## config.mk

```make
export PLATFORM = sky130hd
export DESIGN_NAME = segments_scan_driver
export DESIGN_NICKNAME = d
export VERILOG_FILES = /design/src/rtl/segments_pkg.sv /design/src/rtl/segments_scan_timer.sv /design/src/rtl/segments_scan_driver.sv
export SDC_FILE = /design/constraint.sdc
export NUM_CORES = 1
export LEC_CHECK = 0
export CORE_ASPECT_RATIO = 1.25
export CORE_MARGIN = 2
export CORE_UTILIZATION = 50
export CTS_CLUSTER_DIAMETER = 200
export DETAILED_ROUTE_END_ITERATION = 12
export DONT_BUFFER_PORTS = 1
export SETUP_SLACK_MARGIN = 0.5
export SYNTH_ARGS = -nofsm -noshare
export SYNTH_HDL_FRONTEND = slang
export SYNTH_HIERARCHICAL = 1
export SYNTH_SLANG_ARGS = --single-unit
```

## constraint.sdc

```tcl
create_clock -name clk -period 4.1 [get_ports clk]
set_input_delay 0.82 -clock clk [delete_from_list [all_inputs] [get_ports clk]]
set_output_delay 0.82 -clock clk [all_outputs]
set_load 0.01 [all_outputs]
```

## src/rtl/segments_pkg.sv

```systemverilog
`default_nettype none
// ============================================================================
// Module   : segments_pkg
// Brief    : Shared constants and types for the 3-digit 7-segment scan path.
// Revision : 1.0 - initial release
// ============================================================================
package segments_pkg;

  localparam int NUM_DIGITS     = 3;
  localparam int SEGS_PER_DIGIT = 7;

  localparam int SEG_A = 0;
  localparam int SEG_B = 1;
  localparam int SEG_C = 2;
  localparam int SEG_D = 3;
  localparam int SEG_E = 4;
  localparam int SEG_F = 5;
  localparam int SEG_G = 6;

  typedef logic [SEGS_PER_DIGIT-1:0] digit_pat_t;

endpackage
`default_nettype wire

```

## src/rtl/segments_scan_timer.sv

```systemverilog
`default_nettype none
// ============================================================================
// Module   : segments_scan_timer
// Brief    : Slot tick counter and active-digit index; flags the last cycle of
//            each frame.
// Revision : 1.0 - initial release
// ============================================================================
module segments_scan_timer #(
  parameter int DIGIT_PERIOD_CYCLES = 50000,
  parameter int NUM_DIGITS          = 3,
  parameter int TICK_W              = 16,
  parameter int IDX_W               = 2
) (
  input  logic              clk,
  input  logic              reset_n,
  output logic [TICK_W-1:0] o_tick_cnt,
  output logic [IDX_W-1:0]  o_digit_idx,
  output logic              o_frame_end
);

  localparam logic [TICK_W-1:0] c_tick_last = TICK_W'(DIGIT_PERIOD_CYCLES - 1);
  localparam logic [IDX_W-1:0]  c_idx_last  = IDX_W'(NUM_DIGITS - 1);

  logic [TICK_W-1:0] r_tick_cnt;
  logic [IDX_W-1:0]  r_digit_idx;

  always_ff @(posedge clk or negedge reset_n) begin
    if (!reset_n) begin
      r_tick_cnt  <= '0;
      r_digit_idx <= '0;
    end else if (r_tick_cnt == c_tick_last) begin
      r_tick_cnt  <= '0;
      r_digit_idx <= (r_digit_idx == c_idx_last) ? '0 : r_digit_idx + 1'b1;
    end else begin
      r_tick_cnt  <= r_tick_cnt + 1'b1;
    end
  end

  assign o_tick_cnt  = r_tick_cnt;
  assign o_digit_idx = r_digit_idx;
  assign o_frame_end = (r_tick_cnt == c_tick_last) && (r_digit_idx == c_idx_last);

endmodule
`default_nettype wire

```

## src/rtl/segments_scan_driver.sv

```systemverilog
`default_nettype none
// ============================================================================
// Module   : segments_scan_driver
// Brief    : Multiplexes the PIO digit patterns onto a shared segment bus with
//            guard interval, PWM dimming and frame-aligned snapshotting.
// Revision : 1.0 - initial release
// ============================================================================
module segments_scan_driver #(
  parameter int NUM_DIGITS          = segments_pkg::NUM_DIGITS,
  parameter int SEGS_PER_DIGIT      = segments_pkg::SEGS_PER_DIGIT,
  parameter int DIGIT_PERIOD_CYCLES = 50000,
  parameter int GUARD_CYCLES        = 16,
  parameter int PWM_BITS            = 4,
  parameter bit SEG_ACTIVE_LOW      = 1'b1,
  parameter bit DIG_ACTIVE_LOW      = 1'b1
) (
  input  logic                                 clk,
  input  logic                                 reset_n,
  input  logic [NUM_DIGITS*SEGS_PER_DIGIT-1:0] in_segments,
  input  logic [PWM_BITS-1:0]                  brightness,
  input  logic                                 blank,
  output logic [SEGS_PER_DIGIT-1:0]            seg_n,
  output logic [NUM_DIGITS-1:0]                dig_n,
  output logic                                 frame_start
);

  import segments_pkg::*;

  localparam int c_tick_w = (DIGIT_PERIOD_CYCLES > 1) ? $clog2(DIGIT_PERIOD_CYCLES) : 1;
  localparam int c_idx_w  = (NUM_DIGITS > 1) ? $clog2(NUM_DIGITS) : 1;
  localparam int c_bus_w  = NUM_DIGITS * SEGS_PER_DIGIT;

  localparam logic [c_tick_w-1:0]       c_guard    = c_tick_w'(GUARD_CYCLES);
  localparam logic [SEGS_PER_DIGIT-1:0] c_seg_idle = {SEGS_PER_DIGIT{SEG_ACTIVE_LOW}};
  localparam logic [NUM_DIGITS-1:0]     c_dig_idle = {NUM_DIGITS{DIG_ACTIVE_LOW}};

  logic [c_tick_w-1:0]       w_tick_cnt;
  logic [c_idx_w-1:0]        w_digit_idx;
  logic                      w_frame_end;
  logic [PWM_BITS-1:0]       w_tick_lsb;
  logic                      w_pwm_ok;
  logic                      w_on;
  logic [SEGS_PER_DIGIT-1:0] w_seg_on;
  logic [NUM_DIGITS-1:0]     w_dig_on;

  logic [c_bus_w-1:0]        r_shadow_seg;
  logic [PWM_BITS-1:0]       r_shadow_bri;
  logic                      r_frame_end_d;

  segments_scan_timer #(
    .DIGIT_PERIOD_CYCLES (DIGIT_PERIOD_CYCLES),
    .NUM_DIGITS          (NUM_DIGITS),
    .TICK_W              (c_tick_w),
    .IDX_W               (c_idx_w)
  ) u_timer (
    .clk         (clk),
    .reset_n     (reset_n),
    .o_tick_cnt  (w_tick_cnt),
    .o_digit_idx (w_digit_idx),
    .o_frame_end (w_frame_end)
  );

  // Frame-aligned capture keeps software writes from tearing a frame.
  always_ff @(posedge clk or negedge reset_n) begin
    if (!reset_n) begin
      r_shadow_seg  <= '0;
      r_shadow_bri  <= '0;
      r_frame_end_d <= 1'b0;
    end else begin
      r_frame_end_d <= w_frame_end;
      if (w_frame_end) begin
        r_shadow_seg <= in_segments;
        r_shadow_bri <= brightness;
      end
    end
  end

  assign w_tick_lsb = PWM_BITS'(w_tick_cnt);
  assign w_pwm_ok   = (r_shadow_bri == '1) || (w_tick_lsb < r_shadow_bri);
  assign w_on       = !blank && (w_tick_cnt >= c_guard) && w_pwm_ok;

  always_comb begin
    w_seg_on = '0;
    w_dig_on = '0;
    for (int d = 0; d < NUM_DIGITS; d++) begin
      if (w_digit_idx == c_idx_w'(d)) begin
        w_dig_on[d] = w_on;
        if (w_on) begin
          w_seg_on = r_shadow_seg[d*SEGS_PER_DIGIT +: SEGS_PER_DIGIT];
        end
      end
    end
  end

  // XOR with the idle level applies the pin polarity.
  always_ff @(posedge clk or negedge reset_n) begin
    if (!reset_n) begin
      seg_n       <= c_seg_idle;
      dig_n       <= c_dig_idle;
      frame_start <= 1'b0;
    end else begin
      seg_n       <= w_seg_on ^ c_seg_idle;
      dig_n       <= w_dig_on ^ c_dig_idle;
      frame_start <= r_frame_end_d;
    end
  end

endmodule
`default_nettype wire
```

* Yosys cells after proc, flatten, opt, wreduce, memory -nomap -nowiden
Index checks and enable logic that the tools add are counted.
** Storage, ports and cells
- Register bits after elaboration :: 55
- Input port bits :: 28
- Output and inout bits :: 11
- Logic and storage cells :: 35
** Cells by class
- Add/sub/neg operators :: 2
- Magnitude comparators :: 2
- Eq/ne operators :: 4
- Mux-type cells :: 11
- Bitwise gates (word level) :: 2
- Reduce and logical (&&, ||, !) cells :: 6
** Operators by type and width (count)
- 7-bit two-way mux :: 6
- 16-bit by 1-bit adder with 16-bit output, second input constant :: 1
- 16-bit == test, second input constant :: 1
- 16-bit by 5-bit >= comparator with 1-bit output, second input constant :: 1
- 16-bit two-way mux :: 1
- 7-bit NOT :: 1
- 4-bit == test, second input constant :: 1
- 4-bit < comparator :: 1
- 1-bit logical AND :: 3
- 1-bit two-way mux :: 3
- 3-bit NOT :: 1
- 2-bit by 1-bit adder with 2-bit output, second input constant :: 1
- 2-bit by 1-bit == test with 1-bit output, second input constant :: 1
- 2-bit == test, second input constant :: 1
- 2-bit logical NOT :: 1
- 2-bit two-way mux :: 1
- 1-bit logical NOT :: 1
- 1-bit logical OR :: 1

* Longest topological paths before layout
Gate-level depths: netlist of the first run.
- Word-level depth :: 10
- Gate-level depth with buffers :: 8
- Mapped depth without buffers :: 6

* By module
Netlist of the first run, hierarchy kept.
** By module, submodules not included
- segments_scan_driver :: times used 1, cells an instance 115, area each 1681.6 um2, sequential area each 938.4 um2
- segments_scan_timer :: times used 1, cells an instance 76, area each 844.6 um2, sequential area each 450.4 um2

* Worst setup path after synthesis of the first run
Ideal clock, no wire load.
- Kind :: register to register
- Start point :: register u_timer.r_tick_cnt[7], in the netlist u_timer/o_tick_cnt[7]
- End point :: register r_shadow_seg[10]
- Setup time :: 0.125 ns
- Data arrival time :: 2.166 ns
- Data required time :: 3.975 ns
- Setup slack :: 1.809 ns
- Stages on the path, launching flop included :: 7
- Path buffers :: 2
- Period minus slack after synthesis :: 2.291 ns
- Cell sequence :: dfrtp_1 > or4b_4 > nor4_4 > and3b_2 > buf_4 > buf_6 > mux2_2
** On the way
- Longest elaborated chain between the ends :: 2
** RTL lines
- from (decl) :: RTL line segments_scan_timer.sv:24 : logic [TICK_W-1:0] r_tick_cnt;
- from (signal assigned) :: RTL line segments_scan_timer.sv:35 : r_tick_cnt <= r_tick_cnt + 1'b1;
- 16-bit == test :: RTL line segments_scan_timer.sv:41 : assign o_frame_end = (r_tick_cnt == c_tick_last) && (r_digit_idx == c_idx_last);
- 1-bit logical AND :: RTL line segments_scan_timer.sv:41
- net w_frame_end :: RTL line segments_scan_driver.sv:39 : logic w_frame_end;
- to (signal assigned) :: RTL line segments_scan_driver.sv:72 : r_shadow_seg <= in_segments;
- to (decl) :: RTL line segments_scan_driver.sv:46 : logic [c_bus_w-1:0] r_shadow_seg;
The timed path passes the listed nets, and every way through them passes these cells.
A chain may end at the register's enable or synchronous reset.

* Worst setup path after layout of the first run
- Start point :: register u_timer.r_tick_cnt[12], in the netlist u_timer/o_tick_cnt[12]
- End point :: register r_shadow_seg[17]
Same word-level chain as after synthesis.

==> impl_metrics.env, run 1 <==
export IMPL_status="finished, final reports clean"
export IMPL_synth_nets=223
export IMPL_hold_viol=0
export IMPL_place_hpwl_microns=2997
export IMPL_ys_async_sr_fraction=1.000
export IMPL_clock_sinks=55
export IMPL_grt_use_total=0.1686
export IMPL_slew_viol_final=0
export IMPL_peakVddDrop_mv=0.1983
export IMPL_postPlaceCellArea_sq_um=2526
export IMPL_post_cts_setup_buffers=0
export IMPL_totalWireLength_microns=4283
export IMPL_clk_pin_slew_ns=0.10
export IMPL_rr_startpoint="u_timer/o_tick_cnt[12]$_DFF_PN0_"
export IMPL_dieWidth_microns=67.58
export IMPL_cts_tree="built"
export IMPL_drtIter0Drc=136
export IMPL_setup_viol=0
export IMPL_netlist_instances=191
export IMPL_area_growth_syn_to_layout_pct=5.250
export IMPL_port_buffers=0
export IMPL_crit_start="u_timer/o_tick_cnt[12]$_DFF_PN0_"
export IMPL_clock_latency_ns=0.30
export IMPL_synthFlopType="dfrtp_1"
export IMPL_rsz0062_at_grt="false"
export IMPL_p_per_area_nw_per_um2=360.2
export IMPL_synth_seq_area_share=0.5498
export IMPL_nNetsFinal=222
export IMPL_via_per_inst=5.717
export IMPL_grt_pass1_wl_microns=7320
export IMPL_max_stage_delay_ns=0.73
export IMPL_synth_top_family_by_area="multiplexers"
export IMPL_hold_class="in -> async"
export IMPL_fmax_mhz=341.7
export IMPL_setup_tns_ns=0
export IMPL_slew_headroom=0.5505
export IMPL_grt_pass1_vias=1524
export IMPL_start_util=0.5263
export IMPL_synth_fa_ha_area_frac=0.01981
export IMPL_synth_cell_type_count=32
export IMPL_crit_arrival_ns=3.12
export IMPL_synthXorXnorAreaFrac=0.04507
export IMPL_root_buffer="clkbuf_8"
export IMPL_power_total_uw=957.8
export IMPL_post_route_min_period_ns=2.927
export IMPL_synthSimpleGateAreaFrac=0.1273
export IMPL_io_pin_count=39
export IMPL_synth_edff_count=0
export IMPL_core_area_sq_um=4800
export IMPL_cp_required_ns=4.29
export IMPL_synthesis_area_sq_um=2526
export IMPL_fin_area_sq_um=2659
export IMPL_gp_congestion=0.8735
export IMPL_skew_ns=0.009399
export IMPL_die_area_sq_um=5640
export IMPL_num_vias=1435
export IMPL_startpoint_type="flip-flop"
export IMPL_reg2reg_slack_ns=1.17
export IMPL_period_share=0.7138
export IMPL_tightest_slew_ns=0.6692
export IMPL_cts_resized=0
export IMPL_grt_max_degree=56
export IMPL_synth_seq_cells=55
export IMPL_diodes=0
export IMPL_p_leak_nw=1.162
export IMPL_drtAntennaViolNets=0
export IMPL_clockBufferDepth=2
export IMPL_drc=0
export IMPL_post_route_util=0.5540
export IMPL_wl_per_cell_microns=17.06
export IMPL_r2r_end="r_shadow_seg[17]$_DFFE_PN0P_"
export IMPL_synth_compound_area_share=0.08370
export IMPL_antenna_found_initial=0
export IMPL_htreeDepth=2
export IMPL_synth_avg_cell_area_sq_um=13.23
export IMPL_cts_buffers=5
export IMPL_crit_chain="or4bb_1, nor4_4, and3b_2, mux2_2"
export IMPL_cts_hold_buf=0
export IMPL_ys_warn_count=6
export IMPL_die_h_microns=83.47
export IMPL_max_cap_viol_count=0
export IMPL_overflow=0
export IMPL_muxShareOfSynthArea=0.1342
export IMPL_n_fill_cell=391
export IMPL_rows=28
export IMPL_critical_path_class="reg -> reg"
export IMPL_dr_pass1_iters=3
export IMPL_crit_path_top_delay_cell="and3b_2"
export IMPL_cp_max_fo=29
export IMPL_drive_above_1_share=0.2565
export IMPL_reg2reg_depth=4
export IMPL_worstSetupEndpointType="flip-flop"
[worst max-delay path, delay by kind of cell (launching register included)]
family | cells | cell delay [ns]
AND/OR/NAND/NOR | 3 | 1.94
multiplexers | 1 | 0.42
flip-flops | 1 | 0.46
[area by class of cell]
type	instances	area, sq um	share of cell area
inverters	7	26.28	0.009882
well taps	60	75.07	0.02824
flip-flops and latches	55	1389	0.5224
clock inverters	2	60.06	0.02259
clock buffers	6	72.57	0.02729
multi-input cells	121	1036	0.3896
[cells by family (layout without fill, tap and decap cells)]
group | after synthesis | after routing
multiplexers | 31 | 31
flip-flops | 55 | 55
AO/OA/AOI/OAI | 26 | 26
AND/OR/NAND/NOR | 47 | 47
adder cells (fa/ha/maj) | 4 | 4
buffers and inverters | 15 | 15
XOR/XNOR | 13 | 13
[state kept, by name, summed over array words and instances (netlist names)]
| signal | flops |
|---|---|
| dig_n | 3 |
| frame_start | 1 |
| r_frame_end_d | 1 |
| r_shadow_bri | 4 |
| r_shadow_seg | 21 |
| seg_n | 7 |
| u_timer/o_digit_idx | 2 |
| u_timer/o_tick_cnt | 16 |
[per-layer routing]
metal | routed length [microns] | track usage
met1 | 1812 | 0.2189
met2 | 2205 | 0.2718
met3 | 198 | 0.04049
met4 | 67 | 0.05566
met5 | 0 | 0
[Yosys cell counts (6+ instances only)]
| cell | n | area share |
|---|---|---|
| mux2_2 | 22 | 0.098 |
| xnor2_1 | 8 | 0.028 |
| o211ai_1 | 9 | 0.027 |
| nand3_1 | 6 | 0.012 |
| inv_1 | 7 | 0.010 |
| nor2_1 | 14 | 0.021 |
| o2bb2ai_1 | 7 | 0.024 |
| dfstp_2 | 10 | 0.10 |
| dfrtp_1 | 45 | 0.45 |
| mux2i_1 | 8 | 0.032 |
| nand2_1 | 6 | 0.0089 |
[where the power goes]
part,switching (mW),internal [mW]
clock,0.167,0.244
sequential,0.000431,0.544
combinational,0.00169,0.00103
total,0.169,0.789
[cell usage in the layout, fill, tap and decap left out, types with 2 or more instances in the layout]
master and n:
nor2b_1 2, inv_1 7, bufinv_16 2, o211ai_1 9, clkbuf_8 5, ha_1 4
dfrtp_1 45, nor4_1 2, o21ai_0 5, nor3_1 2, xor2_1 5, o2bb2ai_1 7
dfstp_2 10, or4bb_1 2, nor2_1 14, nor4_4 4, mux2_2 22, nand4_1 5
nand2_1 6, xnor2_1 8, mux2i_1 8, nand3_1 6
[through the flow]
step	setup WS [ns]	std cells	hold WS (ns)
after CTS	1.146	251	0.1869
after global routing	1.016	251	0.1739
final	1.173	251	0.1969
after global placement	1.263	243	0.3429
after detailed placement	1.154	243	0.3371
after floorplan	1.809	191	0.3312
[how the worst max path moves through the flow]
stage	to	slack, ns
6_report	r_shadow_seg[17]$_DFFE_PN0P_	1.17
5_1_grt	r_shadow_seg[17]$_DFFE_PN0P_	1.02
4_1_cts	r_shadow_seg[17]$_DFFE_PN0P_	1.15
3_5_place_dp	r_shadow_seg[17]$_DFFE_PN0P_	1.15
3_3_place_gp	r_shadow_seg[10]$_DFFE_PN0P_	1.26
2_1_floorplan	r_shadow_seg[10]$_DFFE_PN0P_	1.81
Power figures use the tool's default switching activity.
==> run 2, diff against run 1 <==
PLACE_DENSITY = 0.68   (was default)
clock period = 2.4 ns   (was 4.1 ns; I/O delays follow)
==> impl_metrics.env, run 2 (same netlist as run 1, synthesis figures left out) <==
export IMPL_post_route_min_period_ns=2.174
export IMPL_drive_above_1_share=0.3397
export IMPL_grt_pass1_wl_microns=7824
export IMPL_largest_reg_flops=21
export IMPL_max_stage_delay_ns=0.55
export IMPL_drc=0
export IMPL_place_hpwl_microns=3279
export IMPL_port_buffers=0
export IMPL_overflow=0
export IMPL_clkPwrFrac=0.353
export IMPL_peakVddDrop_mv=0.4109
export IMPL_rsz0062_at_grt="true"
export IMPL_clk_pin_slew_ns=0.10
export IMPL_startpoint_type="flip-flop"
export IMPL_setup_viol=0
export IMPL_diodes=0
export IMPL_grt_use_total=0.1832
export IMPL_drtAntennaViolNets=0
export IMPL_start_util=0.5263
export IMPL_swShare=0.2258
export IMPL_htreeDepth=2
export IMPL_status="finished, final reports clean"
export IMPL_n_fill_cell=383
export IMPL_slew_viol_final=0
export IMPL_slew_headroom=0.6034
export IMPL_hold_viol=0
export IMPL_final_cell_mix="dfrtp_1 (43), nor2_1 (14), buf_4 (13)"
export IMPL_die_h_microns=83.47
export IMPL_power_total_mw=1.480
export IMPL_clock_sinks=55
export IMPL_power_switching_uw=334.2
export IMPL_clockBufferDepth=2
export IMPL_p_per_area_nw_per_um2=519.4
export IMPL_core_area_sq_um=4800
export IMPL_layout_cells_most_common="dfrtp_1"
export IMPL_area_growth_syn_to_layout_pct=12.78
export IMPL_dieWidth_microns=67.58
export IMPL_comb_power_share=0.019
export IMPL_nNetsFinal=240
export IMPL_cp_max_fo=15
export IMPL_crit_arrival_ns=2.38
export IMPL_max_cap_viol_count=0
export IMPL_cts_tree="built"
export IMPL_drtIter0Drc=90
export IMPL_period_share=0.9059
export IMPL_critical_path_class="reg -> reg"
export IMPL_num_vias=1564
export IMPL_p_leak_nw=1.253
export IMPL_via_per_inst=5.814
export IMPL_top_register="r_shadow_seg"
export IMPL_grt_max_degree=56
export IMPL_dr_pass1_iters=4
export IMPL_fmax_mhz=460.0
export IMPL_holdWs_ns=0.2872
export IMPL_rows=28
export IMPL_place_ws_ns=0.1786
export IMPL_post_route_util=0.5936
export IMPL_crit_path_top_delay_cell="or4bb_4"
export IMPL_crit_chain="or4bb_4, nor4_4, and3b_2, buf_12, mux2_2"
export IMPL_tightest_slew_ns=0.5937
export IMPL_intPower_mw=1.145
export IMPL_setup_tns_ns=0
export IMPL_worstSetupEndpointType="flip-flop"
export IMPL_layout_setup_ws_ns=0.2260
export IMPL_p_seq_frac=0.628
export IMPL_grt_pass1_vias=1569
export IMPL_root_buffer="clkbuf_8"
export IMPL_totalWireLength_microns=4709
export IMPL_gp_congestion=0.8161
export IMPL_skew_ns=0.007844
export IMPL_cts_buffers=5
export IMPL_die_area_sq_um=5640
export IMPL_wl_per_cell_microns=17.51
export IMPL_hold_class="in -> reg"
export IMPL_clock_latency_ns=0.31
export IMPL_antenna_found_initial=0
export IMPL_io_pin_count=39
export IMPL_cp_required_ns=2.60
[run 2: cell count changes in the layout (fill, tap and decap cells not counted), moves of 2 or more]
| cell | change |
|---|---|
| mux2_4 | +11 |
| dfrtp_2 | +2 |
| dfrtp_1 | -2 |
| mux2_2 | -10 |
| clkinv_4 | +2 |
| buf_4 | +13 |
| bufinv_16 | -2 |
[run 2: per-layer routing]
| metal | routed length (microns) | vias to the layer above | part of all wire | GRT usage |
|---|---|---|---|---|
| li1 | - | 718 | - | - |
| met1 | 1901 | 806 | 0.40 | 0.2314 |
| met2 | 2512 | 34 | 0.53 | 0.2959 |
| met3 | 239 | 6 | 0.051 | 0.05668 |
| met4 | 55 | 0 | 0.012 | 0.05566 |
| met5 | 0 | - | 0 | 0 |
[run 2: timing repair]
item / 4_1_cts / 5_1_grt
hold buffers: 1 / 1
setup buffers: 1 / 4
cloned: 0 / 0
setup endpoints to repair: 26 / 26
pin swaps: 0 / 0
hold endpoints to repair: 55 / 4
gates resized for setup: 2 / 4
[run 2: worst paths after layout]
kind	start	end	slack, ns	cells after the start
setup / recovery	u_timer/o_tick_cnt[4]$_DFF_PN0_	r_shadow_seg[2]$_DFFE_PN0P_	0.23	5
hold / removal	brightness[3]	r_shadow_bri[3]$_DFFE_PN0P_	0.29	2
setup reg to reg	u_timer/o_tick_cnt[4]$_DFF_PN0_	r_shadow_seg[2]$_DFFE_PN0P_	0.23	5
hold reg to reg	r_frame_end_d$_DFF_PN0_	frame_start$_DFF_PN0_	0.36	0
max in group asynchronous	reset_n	seg_n[0]$_DFF_PN1_	1.44	2
min in group asynchronous	reset_n	frame_start$_DFF_PN0_	0.67	2
[run 2: power groups by stage]
stage / logic, mW / clock network [mW] / registers, mW
after floorplan: 0.00397 / 0 / 0.947
after global placement: 0.00485 / 0 / 0.947
after detailed placement: 0.00491 / 0 / 0.947
after CTS: 0.0277 / 0.532 / 0.929
after global routing: 0.0327 / 0.581 / 0.930
final: 0.0280 / 0.523 / 0.929
[run 2: layout make-up]
type | instances | area (sq um) | share of cell area
sequential | 55 | 1391 | 0.4884
multi-input combinational | 121 | 1081 | 0.3794
timing repair buffer | 18 | 181.4 | 0.06368
tap | 60 | 75.07 | 0.02635
clock buffer | 5 | 68.82 | 0.02415
inverter | 7 | 26.28 | 0.009223
clock inverter | 3 | 25.02 | 0.008783
[run 2: critical path: cells and delay by family (launching register included)]
family / cells / cell delay, ns
buffers and inverters: 1 / 0.17
and+or+nand+nor: 3 / 1.15
DFF: 1 / 0.39
muxes: 1 / 0.34
[run 2: per-stage QoR]
stage | cells | instance area (sq um)
after global routing | 269 | 2849
final | 269 | 2849
after floorplan | 191 | 2572
after detailed placement | 254 | 2660
after global placement | 254 | 2660
after CTS | 264 | 2794
